`src/rtl/boot_run_ctrl_if.sv`:
```
// Host-to-controller program-word stream: one 32-bit word per valid/ready handshake.
interface boot_run_ctrl_if;
  logic        valid;
  logic [31:0] data;
  logic        ready;

  modport master (output valid, output data, input ready);
  modport slave  (input valid, input data, output ready);
endinterface

```
`src/rtl/boot_run_ctrl.sv`:
```
// Boot/run sequencer for the miniRV core: clears state, streams a program into RAM,
// releases the core and halts it on EBREAK or when the run-cycle budget runs out.
module boot_run_ctrl #(
  parameter logic [31:0] LOAD_BASE   = 32'h0000_0000,
  parameter int unsigned MAX_CYCLES  = 1000000,
  parameter logic [31:0] EBREAK_INST = 32'h0010_0073
) (
  input  logic              clk,
  input  logic              reset,
  input  logic              start,
  input  logic [31:0]       prog_len,
  boot_run_ctrl_if.slave    load,
  input  logic [31:0]       cpu_pc,
  input  logic [31:0]       cpu_inst,
  output logic              cpu_en,
  output logic              reg_reset,
  output logic              mem_reset,
  output logic              rom_wen,
  output logic [31:0]       rom_addr,
  output logic [31:0]       rom_wdata,
  output logic              busy,
  output logic              done,
  output logic              timeout,
  output logic [31:0]       cycle_count,
  output logic [31:0]       halt_pc
);

  localparam logic [31:0] BUDGET_LAST = 32'(MAX_CYCLES - 1);

  typedef enum logic [2:0] {IDLE, CLEAR, LOAD, RUN, DONE} state_t;

  state_t      state_r, state_s;
  logic [31:0] idx_r, len_r, count_r, halt_pc_r;
  logic        timeout_r;
  logic        start_ok_s, hs_s, last_s, ebreak_s, budget_s, ready_s;

  // Next-state decode and handshake qualifiers
  always_comb begin
    state_s    = state_r;
    start_ok_s = start && ((state_r == IDLE) || (state_r == DONE));
    hs_s       = (state_r == LOAD) && load.valid;
    last_s     = (idx_r == (len_r - 32'd1));
    ebreak_s   = (cpu_inst == EBREAK_INST);
    budget_s   = (count_r == BUDGET_LAST);
    case (state_r)
      IDLE:    if (start_ok_s) state_s = CLEAR; else state_s = IDLE;
      CLEAR:   if (len_r != 32'd0) state_s = LOAD; else state_s = RUN;
      LOAD:    if (hs_s && last_s) state_s = RUN; else state_s = LOAD;
      RUN:     if (ebreak_s || budget_s) state_s = DONE; else state_s = RUN;
      DONE:    if (start_ok_s) state_s = CLEAR; else state_s = DONE;
      default: state_s = IDLE;
    endcase
  end

  // State register, word index, run counter and halt capture
  always_ff @(posedge clk) begin
    if (reset) begin
      state_r   <= IDLE;
      idx_r     <= 32'd0;
      len_r     <= 32'd0;
      count_r   <= 32'd0;
      halt_pc_r <= 32'd0;
      timeout_r <= 1'b0;
    end else begin
      state_r <= state_s;
      if (start_ok_s) begin
        len_r     <= prog_len;
        idx_r     <= 32'd0;
        count_r   <= 32'd0;
        halt_pc_r <= 32'd0;
        timeout_r <= 1'b0;
      end else if (hs_s) begin
        idx_r <= idx_r + 32'd1;
      end else if (state_r == RUN) begin
        if (count_r != 32'hFFFF_FFFF) count_r <= count_r + 32'd1;
        // EBREAK takes priority when it lands on the last budgeted cycle
        if (ebreak_s) begin
          halt_pc_r <= cpu_pc;
          timeout_r <= 1'b0;
        end else if (budget_s) begin
          halt_pc_r <= cpu_pc;
          timeout_r <= 1'b1;
        end
      end
    end
  end

  // Per-state core control; reset forces the idle values in the same cycle
  always_comb begin
    reg_reset = 1'b1;
    mem_reset = 1'b0;
    cpu_en    = 1'b0;
    busy      = 1'b0;
    done      = 1'b0;
    timeout   = 1'b0;
    ready_s   = 1'b0;
    rom_wen   = 1'b0;
    rom_addr  = 32'd0;
    rom_wdata = 32'd0;
    if (reset) begin
      reg_reset = 1'b1;
    end else begin
      case (state_r)
        IDLE: reg_reset = 1'b1;
        CLEAR: begin
          mem_reset = 1'b1;
          busy      = 1'b1;
        end
        LOAD: begin
          busy    = 1'b1;
          ready_s = 1'b1;
          if (load.valid) begin
            rom_wen   = 1'b1;
            rom_wdata = load.data;
            rom_addr  = LOAD_BASE + (idx_r << 2);
          end else begin
            rom_wen = 1'b0;
          end
        end
        RUN: begin
          reg_reset = 1'b0;
          cpu_en    = 1'b1;
          busy      = 1'b1;
        end
        DONE: begin
          reg_reset = 1'b0;
          done      = 1'b1;
          timeout   = timeout_r;
        end
        default: reg_reset = 1'b1;
      endcase
    end
  end

  assign load.ready  = ready_s;
  assign cycle_count = count_r;
  assign halt_pc     = halt_pc_r;

endmodule

```
`src/flat_wrapper.sv`:
```
// flat-port wrapper written by rule: the top's interface ports become plain ports
module boot_run_ctrl_flat 
#(
  parameter logic [31:0] LOAD_BASE   = 32'h0000_0000,
  parameter int unsigned MAX_CYCLES  = 1000000,
  parameter logic [31:0] EBREAK_INST = 32'h0010_0073
)
  (clk, reset, start, prog_len, cpu_pc, cpu_inst, cpu_en, reg_reset, mem_reset, rom_wen, rom_addr, rom_wdata, busy, done, timeout, cycle_count, halt_pc, load_valid, load_data, load_ready);
  boot_run_ctrl_if load_i ();
  input  logic clk;
  input  logic reset;
  input  logic start;
  input  logic [31:0] prog_len;
  input  logic [31:0] cpu_pc;
  input  logic [31:0] cpu_inst;
  output logic cpu_en;
  output logic reg_reset;
  output logic mem_reset;
  output logic rom_wen;
  output logic [31:0] rom_addr;
  output logic [31:0] rom_wdata;
  output logic busy;
  output logic done;
  output logic timeout;
  output logic [31:0] cycle_count;
  output logic [31:0] halt_pc;
  input wire logic [$bits(load_i.valid)-1:0] load_valid;
  input wire logic [$bits(load_i.data)-1:0] load_data;
  output wire logic [$bits(load_i.ready)-1:0] load_ready;
  assign load_i.valid = load_valid;
  assign load_i.data = load_data;
  assign load_ready = load_i.ready;
  boot_run_ctrl #(.LOAD_BASE(LOAD_BASE), .MAX_CYCLES(MAX_CYCLES), .EBREAK_INST(EBREAK_INST)) u_core (.clk(clk), .reset(reset), .start(start), .prog_len(prog_len), .load(load_i), .cpu_pc(cpu_pc), .cpu_inst(cpu_inst), .cpu_en(cpu_en), .reg_reset(reg_reset), .mem_reset(mem_reset), .rom_wen(rom_wen), .rom_addr(rom_addr), .rom_wdata(rom_wdata), .busy(busy), .done(done), .timeout(timeout), .cycle_count(cycle_count), .halt_pc(halt_pc));
endmodule
```
`config.mk`:
```
export PLATFORM = sky130hd
export DESIGN_NAME = boot_run_ctrl_flat
export DESIGN_NICKNAME = d
export VERILOG_FILES = /design/src/rtl/boot_run_ctrl_if.sv /design/src/rtl/boot_run_ctrl.sv /design/src/flat_wrapper.sv
export SDC_FILE = /design/constraint.sdc
export NUM_CORES = 1
export LEC_CHECK = 0
export CAP_MARGIN = 15
export CORE_MARGIN = 8
export CORE_UTILIZATION = 50
export CTS_BUF_LIST = sky130_fd_sc_hd__clkbuf_2 sky130_fd_sc_hd__clkbuf_4 sky130_fd_sc_hd__clkbuf_8
export CTS_CLUSTER_SIZE = 16
export DETAILED_ROUTE_END_ITERATION = 8
export DONT_BUFFER_PORTS = 1
export SYNTH_ARGS = -nofsm -noshare
export SYNTH_HDL_FRONTEND = slang
export SYNTH_SLANG_ARGS = --single-unit
```
`constraint.sdc`:
```
create_clock -name clk -period 3.5 [get_ports clk]
set_clock_uncertainty 0.1 [all_clocks]
set_input_delay 0.35 -clock clk [delete_from_list [all_inputs] [get_ports clk]]
set_output_delay 0.35 -clock clk [all_outputs]
set_load 0.02 [all_outputs]
```
==> out/results.tsv <==
stage	metric	value	unit
status	status	finished, final reports clean	
yosys	syn_inst	896	
sta	setup_viol_count_final	0	
routing	firstDrtPassIters	5	
final_layout	antennaDiodeCount	0	
critical_path	max_stage_delay	0.59	ns
critical_path	required	3.78	ns
routing	vias	6603	
cts	clkTransAtPathRegs	0.09	ns
yosys	synthFlopType	dfxtp_1	
floorplanning	die_y	136	um
cts	cts-root-buf	clkbuf_8	
routing	viasPerCell	5.85	
final_layout	area_delta_synth_final	16.2	%
pwr	p_leak	3.38	nW
critical_path	path_class	flop to flop	
floorplanning	core	13900	um^2
floorplanning	start_util	51.4	%
cts	cts_buffers	17	
pwr	power.share.clock	37.4	%
routing	ant_nets	0	
yosys	synth_edf_count	0	
pwr	comb_power_share	15.6	%
sta	hold_viol	0	
global_routing	track_usage	24.4	%
critical_path	end_kind	flop	
yosys	synth_seq_area_share	36.9	%
place	io_buffer_count	0	
pwr	p_sw	1.08	mW
critical_path	worstPathCellList	nor4_1 -> nand2b_1 -> nor3_2 -> nand4_1 -> a2111o_1 -> or4_1 -> o31ai_2	
place	dp_hpwl	16500	um
global_routing	grt-ovfl-total	0	
yosys	async_flop_share	0	%
cts	cts_tree	yes	
sta	setup_slack	0.232	ns
floorplanning	die-area	18400	um^2
yosys	synth_seq_cells	132	
sta	rsz0062_at_grt	false	
place	gp_congestion	0.852	
global_routing	grt_pass1_vias	6557	
sta	fmax	0.306	GHz
floorplanning	ios	268	
sta	layout_min_cycle_time	3.27	ns
yosys	avgSynthCellArea	8.00	um^2
pwr	internal_power	2.28	mW
pwr	seqPwrFrac	47.0	%
critical_path	path_buf_inv	0	
cts	h-tree-depth	4	
sta	fin_crit_sh	93.4	%
pwr	sw_frac_of_total	32.2	%
cts	postCtsSetupBuffers	0	
sta	tns	0	ns
routing	post_drt_wl_per_cell	20.4	um
cts	cts_sinks	132	
yosys	synth_cell_types	59	
global_routing	antenna_found_initial	0	
critical_path	cp_max_fo	11	
cts	clk_path_buf_depth	2	
routing	routed_wl	23000	um
final_layout	nets	1070	
final_layout	drive_gt1_share	6.75	%
routing	first_iter_violations	371	
hold_path	hp-class	primary input to flop	
yosys	syn_area	7170	um^2
global_routing	grt_max_degree	64	
sta	tightest_slew	1.03	ns
routing	drc	0	
cts	insertion_delay	0.46	ns
yosys	synth_warnings	0	
critical_path	crit_arrival	3.55	ns
pwr	powerDensity	404	nW/um^2
sta	finalMaxSlewViolations	0	
critical_path	crit_family	simple AND/OR/NAND/NOR gates	
floorplanning	chipWidth	136	um
floorplanning	rows	43	
critical_path	slowest_stage	nor4_1	
run	cap_violations	0	
pwr	ir_drop	0.288	mV
sta	relSlewSlack	31.6	%
place	post-place-ws	0.249	ns
critical_path	start_kind	flop	
global_routing	grt_pass1_wl	35900	um
-- cells in the mapped netlist, types with 4 or more instances --
| cell | number | area (um^2) |
|---|---|---|
| nor3_1 | 21 | 105 |
| and3_1 | 73 | 457 |
| nand2b_1 | 5 | 31.3 |
| nor4b_1 | 8 | 70.1 |
| nor2_1 | 116 | 435 |
| o21ai_0 | 11 | 55.1 |
| nor4_1 | 26 | 163 |
| and4_1 | 4 | 35.0 |
| dfxtp_1 | 132 | 2640 |
| xnor2_1 | 44 | 385 |
| or2_2 | 4 | 25.0 |
| clkbuf_1 | 53 | 199 |
| a21oi_1 | 41 | 205 |
| nand4_1 | 30 | 188 |
| xor2_1 | 53 | 464 |
| or4_1 | 6 | 45.0 |
| or3_1 | 11 | 68.8 |
| nor2b_1 | 7 | 43.8 |
| mux2i_1 | 37 | 370 |
| inv_1 | 11 | 41.3 |
| and2_1 | 7 | 43.8 |
| nand2_1 | 102 | 383 |
| nand3_1 | 35 | 175 |
| a31oi_1 | 5 | 31.3 |
-- layout by cell type (no fill, tap or decap), types with 3 or more instances in the layout --
cell	count
and3_1	73
dlygate4sd3_1	65
nor4bb_1	3
buf_4	12
or2_2	4
xnor2_1	44
a31oi_1	5
nand3_1	35
or4_1	6
ha_1	3
and2_1	7
nor3_1	21
nand4_1	30
nand2_1	101
o211ai_1	3
inv_6	4
nor2b_1	7
nor2_1	116
nand2b_1	4
dfxtp_1	132
mux2i_1	37
inv_8	6
nor4_4	3
nor4b_1	7
and4_1	4
o21ai_0	11
a21oi_1	41
inv_1	11
nor4_1	26
clkbuf_8	17
or3_1	11
xor2_1	53
-- final timing paths --
kind	start	to	slack, ns	cells past startpoint
setup / recovery	u_core.len_r[16]$_SDFFE_PP0P_	u_core.state_r[0]$_SDFF_PP0_	0.23	7
hold / removal	reset	u_core.len_r[0]$_SDFFE_PP0P_	0.08	2
setup reg to reg	u_core.len_r[16]$_SDFFE_PP0P_	u_core.state_r[0]$_SDFF_PP0_	0.23	7
hold reg to reg	u_core.len_r[1]$_SDFFE_PP0P_	u_core.len_r[1]$_SDFFE_PP0P_	0.39	2
-- metal layers --
| metal | wire, um | global-route usage (%) |
|---|---|---|
| met5 | 0 | 0 |
| met3 | 1730 | 8.57 |
| met2 | 11500 | 40.1 |
| met4 | 293 | 6.79 |
| met1 | 9480 | 29.6 |
-- power by group through the flow --
| stage | logic [mW] | clock network, mW | registers (mW) |
|---|---|---|---|
| 2_1_floorplan | 0.380 | 0 | 1.59 |
| 3_3_place_gp | 0.443 | 0 | 1.61 |
| 3_5_place_dp | 0.451 | 0 | 1.62 |
| 4_1_cts | 0.522 | 1.29 | 1.58 |
| 5_1_grt | 0.575 | 1.37 | 1.59 |
| 6_report | 0.525 | 1.26 | 1.58 |
-- kinds of logic (layout without fill, tap and decap cells) --
logic type | after synthesis | count (layout) | share of synthesized area, %
AOI/OAI and AO/OA | 81 | 81 | 6.88
DFF | 132 | 132 | 36.9
other | 1 | 2 | 0.0523
buffers and inverters | 72 | 123 | 4.10
adders and majority gates | 3 | 3 | 0.524
xor gates and xnor gates | 97 | 97 | 11.9
muxes | 37 | 37 | 5.17
and+or+nand+nor | 473 | 473 | 34.6
-- through the flow --
stage                     cells  hold slack, ns  area [um^2]  total power [mW]  util, %
after floorplan             897           0.355         7170              1.97        -
after global placement     1029           0.333         7270              2.06     52.1
after detailed placement   1029           0.335         7270              2.07     52.1
after CTS                  1127          0.0471         8320              3.39     59.7
after global routing       1128          0.0498         8330              3.53     59.8
final                      1128          0.0815         8330              3.37     59.8
-- final cells by class --
class	instances	area, um^2
Inverter	11	41.3
Sequential cell	132	2640
Clock buffer	17	234
Tap cell	180	225
Multi-Input combinational cell	693	4250
Clock inverter	15	151
Fill cell	1261	5600
Timing Repair Buffer	80	786
-- registers in the layout, summed over array words and instances, names as in the netlist --
register and flops:
u_core.timeout_r 1, u_core.cycle_count 32, u_core.halt_pc 32, u_core.state_r 3
u_core.len_r 32, u_core.idx_r 32
-- timing repair --
action	4_1_cts	5_1_grt
resized for setup	0	1
endpoints found under the setup margin	0	1
hold buffers	66	0
hold endpoints to repair	66	0
(Power assumes the default switching activity.)
